### config.mk
export PLATFORM = sky130hd
export DESIGN_NAME = instr_fetch
export DESIGN_NICKNAME = d
export VERILOG_FILES = /design/src/rtl/instr_fetch_pkg.sv /design/src/rtl/instr_fetch_decode.sv /design/src/rtl/instr_fetch.sv
export SDC_FILE = /design/constraint.sdc
export NUM_CORES = 1
export LEC_CHECK = 0
export ABC_CLOCK_PERIOD_IN_PS = 13100
export BUFFER_PORTS_ARGS = -buffer_cell sky130_fd_sc_hd__buf_2
export CAP_MARGIN = 20
export CORE_MARGIN = 2
export CORE_UTILIZATION = 40
export CTS_BUF_LIST = sky130_fd_sc_hd__clkbuf_8
export DETAILED_ROUTE_END_ITERATION = 6
export GPL_TIMING_DRIVEN = 0
export PLACE_DENSITY = 0.67
export SLEW_MARGIN = 25
export SYNTH_ARGS = -nofsm -noshare
export SYNTH_HDL_FRONTEND = slang
export SYNTH_SLANG_ARGS = --single-unit
### constraint.sdc
create_clock -name clk -period 13.1 [get_ports clk]
set_input_delay 3.275 -clock clk [delete_from_list [all_inputs] [get_ports clk]]
set_output_delay 3.275 -clock clk [all_outputs]
set_load 0.005 [all_outputs]
### src/rtl/instr_fetch_pkg.sv
// Shared types and constants for the instruction fetch slice: FSM states,
// the length-field position in word0, the default halt opcode and 96-bit word slicing.
package instr_fetch_pkg;

  typedef enum logic [1:0] {
    ST_RUN   = 2'd0,
    ST_HALT  = 2'd1,
    ST_FAULT = 2'd2
  } state_t;

  localparam int unsigned WORD_W = 32;
  localparam int unsigned OPC_W  = 8;

  localparam int unsigned LEN_LO = 30;
  localparam int unsigned LEN_W  = 2;
  localparam logic [LEN_W-1:0] LEN_ILLEGAL = 2'b11;

  localparam logic [OPC_W-1:0] HALT_OP_DEFAULT = 8'hFF;

  localparam int unsigned W0_LO = 0;
  localparam int unsigned W1_LO = WORD_W;
  localparam int unsigned W2_LO = 2 * WORD_W;
  localparam int unsigned FETCH_W = 3 * WORD_W;

endpackage

### src/rtl/instr_fetch_decode.sv
// Combinational word0 decoder: opcode, length in words, illegal-length flag,
// and operands with absent words forced to zero.
module instr_decode
  import instr_fetch_pkg::*;
(
  input  logic [FETCH_W-1:0] rom_data,
  output logic [OPC_W-1:0]   opcode,
  output logic [LEN_W-1:0]   len,
  output logic               illegal,
  output logic [WORD_W-1:0]  op1,
  output logic [WORD_W-1:0]  op2
);

  logic [LEN_W-1:0] len_field;

  always_comb begin
    len_field = rom_data[W0_LO + LEN_LO +: LEN_W];
    opcode    = rom_data[W0_LO +: OPC_W];
    illegal   = (len_field == LEN_ILLEGAL);
    len       = len_field + 2'd1;
    op1       = '0;
    op2       = '0;
    if (!illegal && len_field >= 2'd1) op1 = rom_data[W1_LO +: WORD_W];
    if (!illegal && len_field == 2'd2) op2 = rom_data[W2_LO +: WORD_W];
  end

endmodule

### src/rtl/instr_fetch.sv
// Variable-length instruction fetch with a one-deep output register, branch redirect,
// HALT/FAULT states. Define INSTR_FETCH_BOUNDS_CHECK_EN to fault on PC+len > PROG_LEN.
module instr_fetch
  import instr_fetch_pkg::*;
#(
  parameter int unsigned      PROG_LEN = 58,
  parameter logic [OPC_W-1:0] HALT_OP  = HALT_OP_DEFAULT
) (
  input  logic                 clk,
  input  logic                 rst,
  output logic [WORD_W-1:0]    rom_addr,
  input  logic [FETCH_W-1:0]   rom_data,
  input  logic                 br_valid,
  input  logic [WORD_W-1:0]    br_target,
  output logic                 out_valid,
  input  logic                 out_ready,
  output logic [WORD_W-1:0]    out_pc,
  output logic [OPC_W-1:0]     out_opcode,
  output logic [LEN_W-1:0]     out_len,
  output logic [WORD_W-1:0]    out_op1,
  output logic [WORD_W-1:0]    out_op2,
  output logic                 out_halted,
  output logic                 out_fault
);

`ifdef INSTR_FETCH_BOUNDS_CHECK_EN
  localparam bit BOUNDS_EN = 1'b1;
`else
  localparam bit BOUNDS_EN = 1'b0;
`endif

  state_t            state, state_nx;
  logic [WORD_W-1:0] pc;
  logic [OPC_W-1:0]  dec_opcode;
  logic [LEN_W-1:0]  dec_len;
  logic              dec_illegal;
  logic [WORD_W-1:0] dec_op1, dec_op2;
  logic [WORD_W:0]   pc_end;
  logic              oob, load_req, fault_req, do_load;

  instr_decode u_decode (
    .rom_data (rom_data),
    .opcode   (dec_opcode),
    .len      (dec_len),
    .illegal  (dec_illegal),
    .op1      (dec_op1),
    .op2      (dec_op2)
  );

  assign rom_addr = pc;

  // Bounds compare is done one bit wider so a PC near the top of the space cannot wrap past it.
  always_comb begin
    pc_end = {1'b0, pc} + {{(WORD_W-1){1'b0}}, dec_len};
    oob    = BOUNDS_EN && (pc_end > (WORD_W+1)'(PROG_LEN));
  end

  always_ff @(posedge clk or posedge rst) begin
    if (rst) state <= ST_RUN;
    else     state <= state_nx;
  end

  always_comb begin
    state_nx = state;
    unique case (state)
      ST_RUN: begin
        if (fault_req)                               state_nx = ST_FAULT;
        else if (do_load && dec_opcode == HALT_OP)   state_nx = ST_HALT;
      end
      ST_HALT:  if (br_valid) state_nx = ST_RUN;
      ST_FAULT: state_nx = ST_FAULT;
      default:  state_nx = ST_FAULT;
    endcase
  end

  always_comb begin
    load_req   = (state == ST_RUN) && !br_valid && (!out_valid || out_ready);
    fault_req  = load_req && (dec_illegal || oob);
    do_load    = load_req && !fault_req;
    out_halted = (state == ST_HALT);
    out_fault  = (state == ST_FAULT);
  end

  always_ff @(posedge clk or posedge rst) begin
    if (rst) begin
      pc         <= '0;
      out_valid  <= 1'b0;
      out_pc     <= '0;
      out_opcode <= '0;
      out_len    <= 2'd1;
      out_op1    <= '0;
      out_op2    <= '0;
    end else if (state == ST_FAULT || fault_req) begin
      out_valid <= 1'b0;
    end else if (br_valid) begin
      out_valid <= 1'b0;
      pc        <= br_target;
    end else if (do_load) begin
      out_valid  <= 1'b1;
      out_pc     <= pc;
      out_opcode <= dec_opcode;
      out_len    <= dec_len;
      out_op1    <= dec_op1;
      out_op2    <= dec_op2;
      pc         <= pc + {{(WORD_W-LEN_W){1'b0}}, dec_len};
    end else if (out_ready) begin
      out_valid <= 1'b0;
    end
  end

endmodule

### Word level (Yosys, flattened, before mapping)

Cells that the tools add are included.

* input bits: 132
* flip-flop bits (word level): 141
* output and inout port bits: 141
* word-level logic and storage cells: 51

* add/sub/neg operators: 2
* mux-type cells: 12
* equality and inequality tests: 7
* magnitude comparators: 1
* reduce and logical (&&, ||, !) cells: 19
* bitwise operators: 2

Operators with widths (number)
* $mux 32: 4
* $add 32x2->32: 1
* $eq 8x8->1 const B: 1
* $logic_and 1x1->1: 7
* $eq 2x2->1 const B: 3
* $mux 2: 3
* $logic_not 1->1: 4
* $mux 1: 4
* $pmux 2 s2: 1
* $reduce_and 2->1: 2
* $reduce_bool 4->1: 1
* $ne 3x3->1 const B: 1
* $reduce_and 3->1: 1
* $add 2x1->2 const B: 1
* $eq 2x1->1 const B: 1
* $ge 2x1->1 const B: 1
* $logic_not 2->1: 1
* $logic_or 1x1->1: 2
* $ne 2x2->1 const B: 1
* $not 1->1: 2
* $reduce_bool 2->1: 1

### Depth between registers and ports, before layout

Gate-level depths: netlist of the first run.

* depth in word-level cells: 10
* depth in mapped cells: 11
* mapped depth without buffers: 9

### Cells and area by module

Synthesis of the first run repeated with hierarchy kept, for this count alone.

* cells, all modules: 584
* area, all modules: 6769.0 um^2

By module, submodules not included
* instr_fetch: instances 1, area an instance 6238.5 um^2, cells each 502, sequential area each 3529.6 um^2
* instr_decode: instances 1, area an instance 530.5 um^2, cells each 82, sequential area each 0.0 um^2

### Worst setup path before layout of the first run

Ideal clock, no wire load.

* path type: input-to-reg
* from: in rom_data[30]
* to: reg pc[28], in the netlist rom_addr[28]
* setup time: 69 ps
* path slack: 7407 ps
* data arrival time: 5624 ps
* data required time: 13031 ps
* stages on the path: 10
* path buffers: 1
* cell sequence: inv_1 > ha_1 > inv_1 > clkbuf_1 > fa_1 > nand3_4 > nor4_4 > nand2_2 > or4_1 > nand3_1

* elaborated cells on any way between the ends: 12
* those cells by class: add/sub: 2; eq/ne: 1; mux: 2; bitwise: 1; reduce/logical: 6

RTL lines
* start, declared: RTL line instr_fetch.sv:12 `input logic [FETCH_W-1:0] rom_data,`
* $add 2x1->2: RTL line instr_fetch_decode.sv:20 `len = len_field + 2'd1;`
* via dec_len[1]: RTL line instr_fetch.sv:35 `logic [LEN_W-1:0] dec_len;`
* $add 32x2->32: RTL line instr_fetch.sv:105 `pc <= pc + {{(WORD_W-LEN_W){1'b0}}, dec_len};`
* $mux 32: RTL line instr_fetch.sv:98 `end else if (do_load) begin`
* $mux 32: RTL line instr_fetch.sv:95 `end else if (br_valid) begin`
* end signal, assigned: RTL line instr_fetch.sv:97 `pc <= br_target;`
* end signal, assigned: RTL line instr_fetch.sv:105
* end, declared: RTL line instr_fetch.sv:33 `logic [WORD_W-1:0] pc;`

The timed path passes the listed nets, and every way through them passes these cells. The select of a mux whose other input is x is not followed.
A chain may end at the register's enable or synchronous reset.

### Worst setup path in the final report of the first run

* from: in rom_data[30]
* to: reg pc[26], in the netlist rom_addr[26]

Same word-level chain as after synthesis.

==> results of run 1 <==
==> kinds of logic after synthesis <==
family,Yosys count,synth area share
compound gates,165,0.1546
buf+inv,53,0.03343
simple gates,234,0.1687
mux,40,0.07083
flops,141,0.5613
fa+ha+maj,5,0.01114
==> Yosys cell counts, types with 3 or more instances <==
cell / n / share of area
a21oi_1: 25 / 0.020
a22oi_1: 3 / 0.0036
a2bb2oi_1: 11 / 0.015
a32oi_1: 3 / 0.0042
and3_1: 3 / 0.0030
buf_2: 9 / 0.0072
clkbuf_1: 33 / 0.020
dfrtp_1: 140 / 0.56
ha_1: 4 / 0.0080
inv_1: 11 / 0.0066
mux2_2: 36 / 0.064
mux2i_1: 4 / 0.0064
nand2_1: 150 / 0.090
nand2b_1: 3 / 0.0030
nand3_1: 21 / 0.017
nand4_1: 8 / 0.0080
nor2_1: 21 / 0.013
nor2b_1: 3 / 0.0030
nor3_1: 10 / 0.0080
o211ai_1: 3 / 0.0036
o21ai_0: 89 / 0.071
o22a_1: 3 / 0.0042
o22ai_1: 7 / 0.0070
o311ai_0: 4 / 0.0056
o31ai_1: 3 / 0.0036
or4_1: 5 / 0.0060
==> path summary, 6_finish.rpt <==
check	cells after the start	slack, ns	start	end
setup reg to reg	7	10.55	rom_addr[0]	rom_addr[26]
hold / removal	2	0.48	out_op2[15]	out_op2[15]
setup / recovery	11	6.96	rom_data[30]	rom_addr[26]
hold reg to reg	2	0.48	out_op2[15]	out_op2[15]
max in group asynchronous	3	9.49	rst	rom_addr[25]
min in group asynchronous	2	2.82	rst	out_op2[17]
==> worst min-delay path, stage by stage, from the launching register on <==
cell,delay [ns]
dfrtp_1,0.34
nand2_1,0.04
o21ai_0,0.06
==> power breakdown <==
part           internal, uW  switching [uW]  leakage (uW)  total (uW)
Combinational           220             214       0.00206         433
Sequential              587             125       0.00176         712
Clock                   199             175      0.000198         373
==> registers in the layout, summed over array words and instances, names as in the netlist <==
name,cells
out_op1,32
out_op2,32
out_pc,32
rom_addr,32
out_opcode,8
out_len,2
state,2
out_valid,1
==> metrics by stage <==
| step | power (uW) | util | instances | hold WS (ns) | worst slack (ns) |
|---|---|---|---|---|---|
| 2_1_floorplan | 903.5 | - | 638 | 0.4698 | 6.045 |
| 3_3_place_gp | 1141 | 0.5114 | 1099 | 0.4563 | 4.285 |
| 3_5_place_dp | 1154 | 0.5137 | 1100 | 0.4663 | 6.563 |
| 4_1_cts | 1531 | 0.5417 | 1132 | 0.4844 | 7.019 |
| 5_1_grt | 1622 | 0.5417 | 1132 | 0.5020 | 6.755 |
| 6_report | 1519 | 0.5419 | 1133 | 0.4783 | 6.956 |
==> area by class of cell <==
class / instances / area, sq um / area share
diodes: 1 / 2.502 / 0.0003027
plain buffers: 42 / 168.9 / 0.02043
clock buffers: 19 / 261.5 / 0.03163
clock inverters: 13 / 165.2 / 0.01998
inverters: 11 / 48.80 / 0.005902
multi-input cells: 444 / 2549 / 0.3083
flip-flops and latches: 141 / 3530 / 0.4269
well taps: 211 / 264.0 / 0.03193
repair buffers: 251 / 1279 / 0.1547
==> layer usage <==
| layer | share of wire | up-vias | wire length, microns | GRT usage |
|---|---|---|---|---|
| li1 | - | 2776 | - | - |
| met5 | 0 | - | 0 | 0 |
| met2 | 0.47 | 277 | 9168 | 0.3622 |
| met1 | 0.42 | 2856 | 8134 | 0.3033 |
| met4 | 0.024 | 0 | 466 | 0.09335 |
| met3 | 0.080 | 29 | 1540 | 0.06441 |
==> key figures, run 1 <==
Status
  – Status: completed

Timing
  – Relative slew slack: 0.5157
  – Crit path time final: 6.144 ns
  – # setup viols final: 0
  – Final period utilization: 0.4690
  – Final setup skew: 0.01756 ns
  – Fmax achieved: 162.8 MHz
  – Slew @ Worst Pin: 0.7265 ns
  – Final slew viol count: 0
  – RSZ-0062 raised after global routing: no
  – Final Hold Fails: 0
  – Setup TNS: 0 ns

Synth
  – Share of synthesized registers carrying an async set or reset: 1.000
  – Syn_nets: 775
  – Number of enable flip-flop cells after synthesis: 0
  – Syn Inst Count: 638
  – #FFs+latches synth: 141
  – Synth warn: 0
  – Sequential cell area fraction in the yosys report: 0.5613
  – Synth Flop Type: dfrtp_1
  – Mapped Area: 6289 sq um
  – Unique masters post-synth: 46
  – Mean Syn Cell Area: 9.857 sq um

Setup path
  – Crit path max fanout: 11
  – Worst path arrival time: 6.45 ns
  – Max incr delay on CP: 0.59 ns
  – Worst path bufs/invs: 4
  – Most used cell, CP: inv_1
  – Endpoint class of the critical path: flop
  – Critical path type: in -> reg
  – Worst path slowest cell: clkbuf_1
  – Worst path top cell family by delay: simple AND/OR/NAND/NOR gates
  – Crit path cell chain: buf_2 > inv_1 > ha_1 > inv_1 > clkbuf_1 > fa_1 > nand3_4 > nor4_4 > nand2_2 > o311ai_0 > o211ai_1
  – Critical Path Source Type: input port
  – Worst EP required: 13.40 ns

Flow run
  – MaxCap Viol Count: 0

Clocking
  – Clk buf depth: 2
  – H-tree levels: 4
  – CTS tree: done
  – Post-CTS Setup Repair Bufs: 0
  – Worst-path clk slew: 0.08 ns
  – Post-CTS resize count: 0
  – TritonCTS Buffers: 17
  – Worst-skew pair later-pin latency: 0.45 ns
  – Root Buffer: clkbuf_8
  – Clock sink total: 141
  – # hold bufs at CTS: 0

Finish
  – Share of cells above drive strength 1: 0.3659
  – Most common cell after layout, fill and taps aside: buf_2
  – Most frequent cells in the layout: 259 x buf_2, 150 x nand2_1, 140 x dfrtp_1
  – Area Growth Syn to Fin: 31.48%
  – Fillers: 1442
  – # nets final: 1045
  – Finished Cell Area: 8268 sq um

Routing
  – DR WL/cell: 17.04 microns
  – DR iter-0 viols: 376
  – Vias/cell: 5.241
  – Remaining DRCs: 0
  – Routed Wire Length: 19.31 mm
  – DR pass1 iterations: 6
  – Via Count: 5938
  – Routed Antenna Nets: 0

Power and ir drop
  – Leak: 0.004016 uW
  – Worst IR Drop VDD: 93.75 uV
  – Pwr per Cell Area: 183.7 nW/um^2

Place
  – Hpwl dp: 14.18 mm
  – DP Area: 7839 sq um
  – PortBufs: 250
  – RePlAce Congestion: 0.9034

Global route
  – GRT overflow: 0
  – Vias in the first global route: 5592
  – Global Route Usage Sum: 0.2307
  – Largest net degree at the start of global routing: 92
  – Initial antenna violation count: 0
  – First-pass GRT wire length: 29.84 mm

Die
  – Cell Rows: 45
  – Die area: 16740 sq um
  – Die Wd: 129.4 microns
  – Starting Density: 0.4121
  – Die Ht: 129.4 microns
  – Core ar.: 15260 sq um
  – # IOs: 273

Hold path
  – Worst hold path class: reg -> reg
No activity file was read; power rests on OpenSTA's default activity.
==> run 2, diff against run 1 <==
ABC_AREA = 1   (was unset)
ABC_CLOCK_PERIOD_IN_PS = 5300   (was 13100)
PLACE_DENSITY = 0.69   (was 0.67)
clock period = 5.3 ns   (was 13.1 ns; I/O delays follow)
==> key figures, run 2 <==
Timing
  – RSZ-0062 raised after global routing: no
  – Relative slew slack: 0.5106
  – Final slew viol count: 0
  – Crit path time final: 3.605 ns
  – Final period utilization: 0.6802
  – Final Hold Fails: 0
  – Fmax achieved: 277.4 MHz
  – PnR worst setup slack: 1.695 ns
  – Final setup skew: 0.01505 ns
  – Slew @ Worst Pin: 0.7342 ns
  – # setup viols final: 0

Clocking
  – Post-CTS resize count: 0
  – H-tree levels: 4
  – Root Buffer: clkbuf_8
  – Clk buf depth: 2
  – TritonCTS Buffers: 17
  – Worst-skew pair later-pin latency: 0.46 ns
  – Clock sink total: 141
  – Worst-path clk slew: 0.09 ns
  – # hold bufs at CTS: 0
  – Post-CTS Setup Repair Bufs: 0
  – CTS tree: done

Global route
  – GRT overflow: 0
  – Initial antenna violation count: 0
  – First-pass GRT wire length: 33.84 mm
  – Largest net degree at the start of global routing: 81
  – Vias in the first global route: 6380
  – Global Route Usage Sum: 0.2429

Setup path
  – Critical path type: in -> reg
  – Crit path max fanout: 11
  – Max incr delay on CP: 0.59 ns
  – Most used cell, CP: nand2_1
  – Crit path cell chain: buf_2 > inv_1 > ha_1 > inv_1 > clkbuf_1 > fa_1 > nand2_1 > nor2_2 > nand2_2 > nor2_2 > nand2_1 > nand2_1 > nand3_1 > nand2_1 > nand2_1
  – Worst EP required: 5.66 ns
  – Endpoint class of the critical path: flop
  – Worst path arrival time: 3.96 ns
  – Critical Path Source Type: input port
  – Worst path slowest cell: clkbuf_1

Die
  – Starting Density: 0.4088
  – Core ar.: 16580 sq um
  – # IOs: 273
  – Cell Rows: 47
  – Die area: 18000 sq um
  – Die Ht: 134.2 microns
  – Die Wd: 134.2 microns

Hold path
  – Worst hold path class: reg -> reg

Synth
  – Mean Syn Cell Area: 7.541 sq um
  – Unique masters post-synth: 25
  – Sequential cell area fraction in the yosys report: 0.5207
  – Synth Flop Type: dfrtp_1
  – Largest cells by area after synthesis: dfrtp_1 52%, nand2_1 21%, nand3_1 7.2%
  – Count leader, synth: nand2_1
  – Share of the synthesized area in the top cell type: 0.5168
  – #FFs+latches synth: 141
  – Mapped Area: 6779 sq um
  – Synth warn: 0
  – Syn Inst Count: 899
  – Share of synthesized registers carrying an async set or reset: 1.000
  – Synth area leader: dfrtp_1
  – Number of enable flip-flop cells after synthesis: 0
  – Most frequent cells after synthesis: 374 x nand2_1, 140 x dfrtp_1, 97 x nand3_1, 97 x nor2_1, 55 x inv_1
  – Syn_nets: 1036

Power and ir drop
  – Pwr per Cell Area: 238.9 nW/um^2
  – Leak: 0.005028 uW
  – Final Power: 2090 uW
  – Worst IR Drop VDD: 140.8 uV

Place
  – PortBufs: 250
  – Hpwl dp: 16.50 mm
  – Pre-CTS WS: 1.229 ns
  – RePlAce Congestion: 0.9649
  – DP Area: 8341 sq um

Routing
  – Vias/cell: 4.939
  – Routed Wire Length: 21.77 mm
  – DR WL/cell: 15.53 microns
  – Routed Antenna Nets: 0
  – Remaining DRCs: 0
  – DR pass1 iterations: 5
  – Via Count: 6924
  – DR iter-0 viols: 420

Finish
  – Most common cell after layout, fill and taps aside: nand2_1
  – # nets final: 1306
  – Share of cells above drive strength 1: 0.2800
  – Area Growth Syn to Fin: 29.03%
  – Diodes inserted: 0
  – Fillers: 1659
  – Finished Cell Area: 8747 sq um
  – Reg area: 3530 sq um
  – Area of the multi-input gates: 2826 sq um
  – Most frequent cells in the layout: 374 x nand2_1, 273 x buf_2, 140 x dfrtp_1

Flow run
  – MaxCap Viol Count: 0

Status
  – Status: completed
-- run 2: final cells by class --
type / count / area share
clock inverter: 14 / 0.01817
sequential: 141 / 0.4035
clock buffer: 18 / 0.02832
buffer: 42 / 0.02346
tap: 220 / 0.03147
multi-input combinational: 658 / 0.3231
inverter: 58 / 0.02575
timing repair buffer: 251 / 0.1462
-- run 2: report_power, final --
group          internal [uW]  switching [uW]  total (uW)
sequential              1070               0        1070
clock                    442             460         902
combinational           42.0            71.4         113
-- run 2: routing by layer --
metal | share of wire | track usage | vias up
met4 | 0.022 | 0.07778 | 0
met1 | 0.46 | 0.3530 | 3282
met2 | 0.46 | 0.3668 | 243
li1 | - | - | 3367
met5 | 0 | 0 | -
met3 | 0.061 | 0.04762 | 32
-- run 2: critical path: cells and delay by family --
family	cells	cell delay, ns
AND/OR/NAND/NOR	9	0.99
buffers and inverters	4	0.95
adder cells (fa/ha/maj)	2	0.68
-- run 2: worst paths after layout --
path | depth (start not counted) | startpoint | slack, ns | end
worst min-delay path | 2 | out_opcode[1] | 0.47 | out_opcode[1]
worst max register to register | 11 | rom_addr[0] | 3.32 | rom_addr[30]
worst min register to register | 2 | out_opcode[1] | 0.47 | out_opcode[1]
worst max-delay path | 15 | rom_data[30] | 1.69 | rom_addr[30]
min in group asynchronous | 2 | rst | 0.89 | out_op1[3]
max in group asynchronous | 3 | rst | 3.65 | rom_addr[9]
-- run 2: stage by stage --
| stage | std cells | hold slack (ns) | utilization | setup TNS (ns) |
|---|---|---|---|---|
| 2_1_floorplan | 899 | 0.4628 | - | 0 |
| 3_3_place_gp | 1369 | 0.4502 | 0.5008 | -240.90 |
| 3_5_place_dp | 1370 | 0.4551 | 0.5029 | 0 |
| 4_1_cts | 1402 | 0.4742 | 0.5275 | 0 |
| 5_1_grt | 1402 | 0.4931 | 0.5275 | 0 |
| 6_report | 1402 | 0.4710 | 0.5275 | 0 |
-- run 2: kinds of logic (layout without fill, tap and decap cells) --
kind of cell / count (synthesis) / count (layout) / share of synthesized area
AND/OR/NAND/NOR: 586 / 586 / 0.3516
flip-flops: 141 / 141 / 0.5207
buffers and inverters: 100 / 383 / 0.06239
AO/OA/AOI/OAI: 61 / 61 / 0.04725
XOR/XNOR: 6 / 6 / 0.007752
adder cells (fa/ha/maj): 5 / 5 / 0.01034
